[src/rtl/seg_pkg.sv]
// Shared 7-segment definitions: blank pattern, active-high segment ROM and a
// polarity helper. Segment bit order is {g,f,e,d,c,b,a}.
package seg_pkg;

    localparam logic [6:0] SEG_BLANK = 7'h00;

    // Active-high segment pattern for a BCD nibble; codes 10..15 are blank so
    // a counter briefly presenting a non-decimal value never lights garbage.
    function automatic logic [6:0] seg_decode(input logic [3:0] bcd);
        logic [6:0] pat;
        case (bcd)
            4'd0:    pat = 7'h3F;
            4'd1:    pat = 7'h06;
            4'd2:    pat = 7'h5B;
            4'd3:    pat = 7'h4F;
            4'd4:    pat = 7'h66;
            4'd5:    pat = 7'h6D;
            4'd6:    pat = 7'h7D;
            4'd7:    pat = 7'h07;
            4'd8:    pat = 7'h7F;
            4'd9:    pat = 7'h6F;
            default: pat = SEG_BLANK;
        endcase
        return pat;
    endfunction

    // Converts an active-high segment pattern to the board's pin polarity.
    function automatic logic [6:0] seg_polarize(input logic [6:0] pat, input logic inv);
        return pat ^ {7{inv}};
    endfunction

endpackage

[src/rtl/seg_scan_display_if.sv]
// Bundle between the counter chain (master) and the scanned display driver
// (slave): digit values and controls in, segment/anode pins out.
interface seg_scan_display_if #(
    parameter int DIGITS = 4
);
    logic                  en;
    logic [4*DIGITS-1:0]   digits_in;
    logic [DIGITS-1:0]     dp_in;
    logic                  lz_blank;
    logic [6:0]            seg;
    logic                  dp;
    logic [DIGITS-1:0]     an;

    modport master (
        output en, digits_in, dp_in, lz_blank,
        input  seg, dp, an
    );

    modport slave (
        input  en, digits_in, dp_in, lz_blank,
        output seg, dp, an
    );
endinterface

[src/rtl/seg_decode_rom.sv]
// Combinational BCD to 7-segment decode with a force-blank input, used on the
// currently selected digit.
module seg_decode_rom
    import seg_pkg::*;
(
    input  logic [3:0] bcd,
    input  logic       blank,
    output logic [6:0] seg
);

    // Blank request overrides the ROM value (leading-zero suppression).
    always_comb begin
        seg = seg_decode(bcd);
        if (blank) begin
            seg = SEG_BLANK;
        end
    end

endmodule

[src/rtl/seg_scan_display.sv]
// Multiplexed 7-segment scanner. Digits are captured once per frame into a
// shadow so mid-frame counter carries cannot tear the readout; each digit slot
// starts with one dead cycle to avoid ghosting between anodes.
module seg_scan_display
    import seg_pkg::*;
#(
    parameter int DIGITS       = 4,
    parameter int SCAN_DIV     = 1000,
    parameter int COMMON_ANODE = 0
) (
    input  logic              fclk,
    input  logic              reset,
    seg_scan_display_if.slave bus
);

    localparam int   PW    = (SCAN_DIV > 2) ? $clog2(SCAN_DIV) : 1;
    localparam int   IW    = (DIGITS > 2) ? $clog2(DIGITS) : 1;
    localparam logic INACT = (COMMON_ANODE != 0);

    localparam logic [PW-1:0] PRESC_LAST = PW'(SCAN_DIV - 1);
    localparam logic [IW-1:0] INDEX_LAST = IW'(DIGITS - 1);

    logic [PW-1:0]     presc;
    logic [IW-1:0]     index;
    logic [3:0]        shadow [DIGITS];
    logic [DIGITS-1:0] shadow_dp;

    logic              frame_start;
    logic [DIGITS-1:0] lz_mask;
    logic [3:0]        digit_cur;
    logic              blank_lz;
    logic [6:0]        seg_ah;
    logic [DIGITS-1:0] an_ah;

    logic [6:0]        seg_nxt;
    logic              dp_nxt;
    logic [DIGITS-1:0] an_nxt;

    logic [6:0]        seg_q;
    logic              dp_q;
    logic [DIGITS-1:0] an_q;

    assign frame_start = bus.en && (index == '0) && (presc == '0);

    // Slot timer and digit index; both hold while scanning is disabled.
    always_ff @(posedge fclk) begin
        if (reset) begin
            presc <= '0;
            index <= '0;
        end else if (bus.en) begin
            if (presc == PRESC_LAST) begin
                presc <= '0;
                index <= (index == INDEX_LAST) ? '0 : index + IW'(1);
            end else begin
                presc <= presc + PW'(1);
            end
        end
    end

    // Frame-coherent capture of the digit values and decimal points.
    always_ff @(posedge fclk) begin
        if (reset) begin
            for (int i = 0; i < DIGITS; i++) begin
                shadow[i] <= 4'd0;
            end
            shadow_dp <= '0;
        end else if (frame_start) begin
            for (int i = 0; i < DIGITS; i++) begin
                shadow[i] <= bus.digits_in[4*i +: 4];
            end
            shadow_dp <= bus.dp_in;
        end
    end

    // Mark digits that are zero with only zeros above them; digit 0 is never marked.
    always_comb begin
        logic zero_run;
        lz_mask  = '0;
        zero_run = 1'b1;
        for (int k = DIGITS - 1; k >= 1; k--) begin
            zero_run   = zero_run && (shadow[k] == 4'd0);
            lz_mask[k] = zero_run;
        end
    end

    assign digit_cur = shadow[index];
    assign blank_lz  = bus.lz_blank && lz_mask[index];

    seg_decode_rom u_rom (
        .bcd   (digit_cur),
        .blank (blank_lz),
        .seg   (seg_ah)
    );

    // One-hot active-high anode for the current index.
    always_comb begin
        an_ah        = '0;
        an_ah[index] = 1'b1;
    end

    // Pin values for the next edge: dark when frozen or in the dead cycle.
    always_comb begin
        seg_nxt = {7{INACT}};
        dp_nxt  = INACT;
        an_nxt  = {DIGITS{INACT}};
        if (bus.en && (presc != '0)) begin
            seg_nxt = seg_polarize(seg_ah, INACT);
            dp_nxt  = shadow_dp[index] ^ INACT;
            an_nxt  = an_ah ^ {DIGITS{INACT}};
        end
    end

    // Registered pin drivers.
    always_ff @(posedge fclk) begin
        if (reset) begin
            seg_q <= {7{INACT}};
            dp_q  <= INACT;
            an_q  <= {DIGITS{INACT}};
        end else begin
            seg_q <= seg_nxt;
            dp_q  <= dp_nxt;
            an_q  <= an_nxt;
        end
    end

    assign bus.seg = seg_q;
    assign bus.dp  = dp_q;
    assign bus.an  = an_q;

endmodule

[src/flat_wrapper.sv]
// flat-port wrapper written by rule: the top's interface ports become plain ports
module seg_scan_display_flat import seg_pkg::*;
#(
    parameter int DIGITS       = 4,
    parameter int SCAN_DIV     = 1000,
    parameter int COMMON_ANODE = 0
)
  (fclk, reset, bus_en, bus_digits_in, bus_dp_in, bus_lz_blank, bus_seg, bus_dp, bus_an);
  seg_scan_display_if #(.DIGITS(DIGITS)) bus_i ();
  input  logic fclk;
  input  logic reset;
  input wire logic [$bits(bus_i.en)-1:0] bus_en;
  input wire logic [$bits(bus_i.digits_in)-1:0] bus_digits_in;
  input wire logic [$bits(bus_i.dp_in)-1:0] bus_dp_in;
  input wire logic [$bits(bus_i.lz_blank)-1:0] bus_lz_blank;
  output wire logic [$bits(bus_i.seg)-1:0] bus_seg;
  output wire logic [$bits(bus_i.dp)-1:0] bus_dp;
  output wire logic [$bits(bus_i.an)-1:0] bus_an;
  assign bus_i.en = bus_en;
  assign bus_i.digits_in = bus_digits_in;
  assign bus_i.dp_in = bus_dp_in;
  assign bus_i.lz_blank = bus_lz_blank;
  assign bus_seg = bus_i.seg;
  assign bus_dp = bus_i.dp;
  assign bus_an = bus_i.an;
  seg_scan_display #(.DIGITS(DIGITS), .SCAN_DIV(SCAN_DIV), .COMMON_ANODE(COMMON_ANODE)) u_core (.fclk(fclk), .reset(reset), .bus(bus_i));
endmodule
[config.mk]
export PLATFORM = sky130hd
export DESIGN_NAME = seg_scan_display_flat
export DESIGN_NICKNAME = d
export VERILOG_FILES = /design/src/rtl/seg_pkg.sv /design/src/rtl/seg_scan_display_if.sv /design/src/rtl/seg_decode_rom.sv /design/src/rtl/seg_scan_display.sv /design/src/flat_wrapper.sv
export SDC_FILE = /design/constraint.sdc
export NUM_CORES = 1
export LEC_CHECK = 0
export CAP_MARGIN = 10
export CORE_MARGIN = 3
export CORE_UTILIZATION = 50
export CTS_BUF_LIST = sky130_fd_sc_hd__clkbuf_2 sky130_fd_sc_hd__clkbuf_4 sky130_fd_sc_hd__clkbuf_8
export DETAILED_ROUTE_END_ITERATION = 8
export PLACE_DENSITY = 0.76
export SYNTH_ARGS = -nofsm -noshare
export SYNTH_HDL_FRONTEND = slang
export SYNTH_HIERARCHICAL = 1
export SYNTH_SLANG_ARGS = --single-unit
[constraint.sdc]
create_clock -name fclk -period 3.71 [get_ports fclk]
set_clock_uncertainty 0.1 [all_clocks]
set_input_delay 1.113 -clock fclk [delete_from_list [all_inputs] [get_ports fclk]]
set_output_delay 1.113 -clock fclk [all_outputs]
set_load 0.01 [all_outputs]
==> metrics.md <==
| Metric | Value |
|---|---|
| Highest clock rate | `0.3543 GHz` |
| Static Leak | `about 1.1 nW` |
| Critical path type | `input port to flip-flop` |
| Simple logic cell fraction of the synthesized area | `26.21%` |
| Count of pins on the block boundary | `36` |
| Combinational family with the most area after synthesis | `simple AND/OR/NAND/NOR gates` |
| First drt pass iteration count | `4` |
| Register bit count reported by yosys | `46` |
| Chip height | `a little over 70 microns` |
| Overall routed net length | `approximately 3700 microns` |
| Residual DRC count | `0` |
| Hold Violations, Final | `0` |
| Port buffer count | `35` |
| Adder and majority gate portion of the synthesized area | `6.239%` |
| Cell with the largest stage delay on the worst path | `clkdlybuf4s50_1` |
| Final setup TNS | `0 ns` |
| Clock slew seen by the registers of the worst setup and hold paths | `0.08 ns` |
| Count of final setup violators | `0` |
| Peak supply drop | `0.2334 mV` |
| Cts hold-fix bufs | `0` |
| H-Tree Level Count | `2` |
| Clock Latency Late Sink | `about 0.29 ns` |
| Netlist area before placement | `0.002206 sq mm` |
| Synthesis-to-finish area growth | `22.97%` |
| Setup Slack @ Placement | `0.5992 ns` |
| Core Box Area | `0.004115 sq mm` |
| Hold slack | `0.4100 ns` |
| Area of the die | `0.005245 sq mm` |
| Ordered list of cells on the worst path | `clkdlybuf4s50_1 > and2_0 > nand4_1 > nand2b_1 > buf_4` |
| Data arrival time at the worst-slack endpoint | `around 2.7 ns` |
| Number of max-capacitance violations reported | `0` |
| Kind of start point of the critical path | `input port` |
| Tot GR Track Use | `around 16%` |
| Clock tree from TritonCTS | `done` |
| Worst Setup Slack, final | `around 0.9 ns` |
| Buffering stage count on the worst path with inverters included | `2` |
| Wire length of the first global-routing pass | `6272 microns` |
| Run status | `finished clean` |
| Share of cell area taken by muxes after synthesis | `a little over 8%` |
| Min-delay worst type | `flip-flop to flip-flop` |
| RePlAce Congestion | `0.8996` |
| Maximum fanout along the worst path | `16` |
| Longest Clk Path Bufs | `2` |
| Worst-margin pin slew | `slightly above 0.5 ns` |
| Final-report max-slew violation count | `0` |
| CP Capture Type | `flip-flop` |
| Number of setup buffers added after CTS | `0` |
| Share of layout cells above drive strength 1 | `9.283%` |
| Dominant delay contributor by cell family on the critical path | `buffers and inverters` |
| Post-Synth XOR/XNOR Area | `2.779%` |
| Avg Vias per Cell | `5.286` |
| Total vias in the final route | `1517` |
| Power density of the placed cells | `402.4 mW/mm^2` |
| Number of nets in the finished design | `271` |
| Post-synth EDFFs | `16` |
| Routed wirelength normalized by instance count | `13.00 microns` |
| Unrepaired setup endpoints after global routing | `no` |
| Number of nets still failing antenna checks after routing | `0` |
| Initial DRC Count | `112` |
| Number of diodes added for antenna fixing | `0` |
| Required time at the worst-slack endpoint | `3.60 ns` |
| Vias in the first global route | `1389` |
| Total CTS buffers | `5` |
| Distinct cell type count after synthesis | `44` |
| GR Overflow Total | `0` |
| Mapped Nets | `about 230` |
| Share of the yosys chip area belonging to registers | `49.01%` |
| Cells after synthesis | `197` |
| Initial antenna violation count | `0` |
| Effective utilization at floorplan | `a little over half` |
| Delay of the slowest cell on the worst path | `around 0.68 ns` |
| Ys async rst share | `0%` |
| Fraction of the cycle the final worst path needs | `between 70% and 80%` |
| Count of standard-cell rows | `23` |
| Avg Synthesized Cell Area | `11.20 sq um` |
| Die outline width | `between 70 and 80 microns` |
| Largest net degree at the start of global routing | `17` |
| Compound-cell area share of the yosys netlist | `4.708%` |
| Quantity of gates resized following cts | `0` |
| Clk Tree Root Cell | `clkbuf_8` |
| Sinks on the clock net | `between 40 and 50` |
| Worst-case headroom to the max-slew limit | `65.96%` |
| Post-synth top flop | `dfxtp_1` |
| Synth warnings | `6` |
| Final critical-path required period | `2.822 ns` |
| Final HPWL from detailed placement | `2864 microns` |
[flip-flops by register name, indices dropped and copies added (netlist names), named ones only]
register,flops
u_core/bus.seg,7
u_core/index,2
u_core/shadow_dp,4
u_core/bus.dp,1
u_core/presc,10
u_core/bus.an,4
u_core/shadow,16
[final cells by class]
type,count,area (sq um)
tap,50,62.56
multi-input combinational,139,1064
fill,347,1403
sequential,46,1081
inverter,6,22.52
clock buffer,8,110.1
timing repair buffer,38,372.9
[synth_stat cells, types with 2 or more instances]
library cell,number,area (sq um)
mux2i_1,7,70.07
a31oi_1,2,12.51
nor3_4,2,32.53
ha_1,11,137.6
a21oi_1,4,20.02
nand2_1,8,30.03
xor2_1,5,43.79
and2_1,27,168.9
nor2b_1,2,12.51
o22ai_1,3,18.77
nor2_1,12,45.04
nor3_1,7,35.03
xnor2_1,2,17.52
nor4_1,3,18.77
inv_1,6,22.52
clkbuf_1,2,7.510
o21ai_0,2,10.01
dfxtp_1,30,600.6
edfxtp_1,16,480.5
or2_1,2,12.51
nand2b_1,5,31.28
o31ai_1,2,15.01
nand3_1,8,40.04
mux4_2,5,112.6
or3_1,2,12.51
buf_4,2,15.01
nand4_1,2,12.51
nand3_2,2,20.02
[worst paths after layout]
path                                         start                           endpoint  slack (ns)  cells after the start
setup reg to reg                         flip-flop       u_core/bus.seg[0]$_SDFF_PP0_        1.67                      6
hold / removal    u_core/shadow_dp[0]$_SDFFE_PP0P_   u_core/shadow_dp[0]$_SDFFE_PP0P_        0.41                      2
hold reg to reg   u_core/shadow_dp[0]$_SDFFE_PP0P_   u_core/shadow_dp[0]$_SDFFE_PP0P_        0.41                      2
setup / recovery                            bus_en  u_core/shadow[0][2]$_SDFFCE_PN0P_        0.89                      5
[metal layers]
metal,vias up,wire (microns),GRT usage (%)
li1,773,-,-
met1,700,1721,20.27
met2,39,1717,24.77
met3,5,233,3.186
met4,0,59,7.377
met5,-,0,0
[worst reg2reg max path: cells and delay by family, from the launching register on]
kind	cells	cell delay [ns]
flops	1	0.48
mux	1	0.59
compound gates	2	0.26
fa+ha+maj	1	0.21
simple gates	2	0.35
[kinds of logic (layout without fill, tap and decap cells)]
group           count (synthesis)  in the layout
fa+ha+maj                      11             11
mux                            12             12
flops                          46             46
compound gates                 17             17
xor+xnor                        7              7
simple gates                   92             92
buf+inv                        12             52
[power by group]
group,internal (mW),leakage (nW),switching (mW)
clock,0.188,0.0575,0.155
combinational,0.0935,0.580,0.0747
sequential,0.560,0.414,0.0209
total,0.841,1.05,0.250
[metrics by stage]
stage	utilization (%)	cell area, sq um	power (mW)	cells
after floorplan	-	2206	0.7014	197
after global placement	63.24	2603	0.7575	279
after detailed placement	63.24	2603	0.7629	279
after CTS	65.92	2713	1.104	287
after global routing	65.92	2713	1.142	287
final	65.92	2713	1.092	287
[cells in the final DEF, fill, tap and decap left out, drive strengths merged, types with 2 or more instances in the layout]
cell type	instances
nand3	10
or2	3
o31ai	2
and2	28
inv	6
clkdlybuf4s50	35
mux4	5
buf	3
xnor2	2
ha	11
edfxtp	16
dfxtp	30
nor2	12
nor2b	2
a21oi	4
nand2b	6
o21ai	3
mux2i	7
nand2	8
clkbuf	8
a31oi	2
nand4	2
nor4	3
nor3	9
or3	2
xor2	5
o22ai	3
Power figures use the tool's default switching activity.
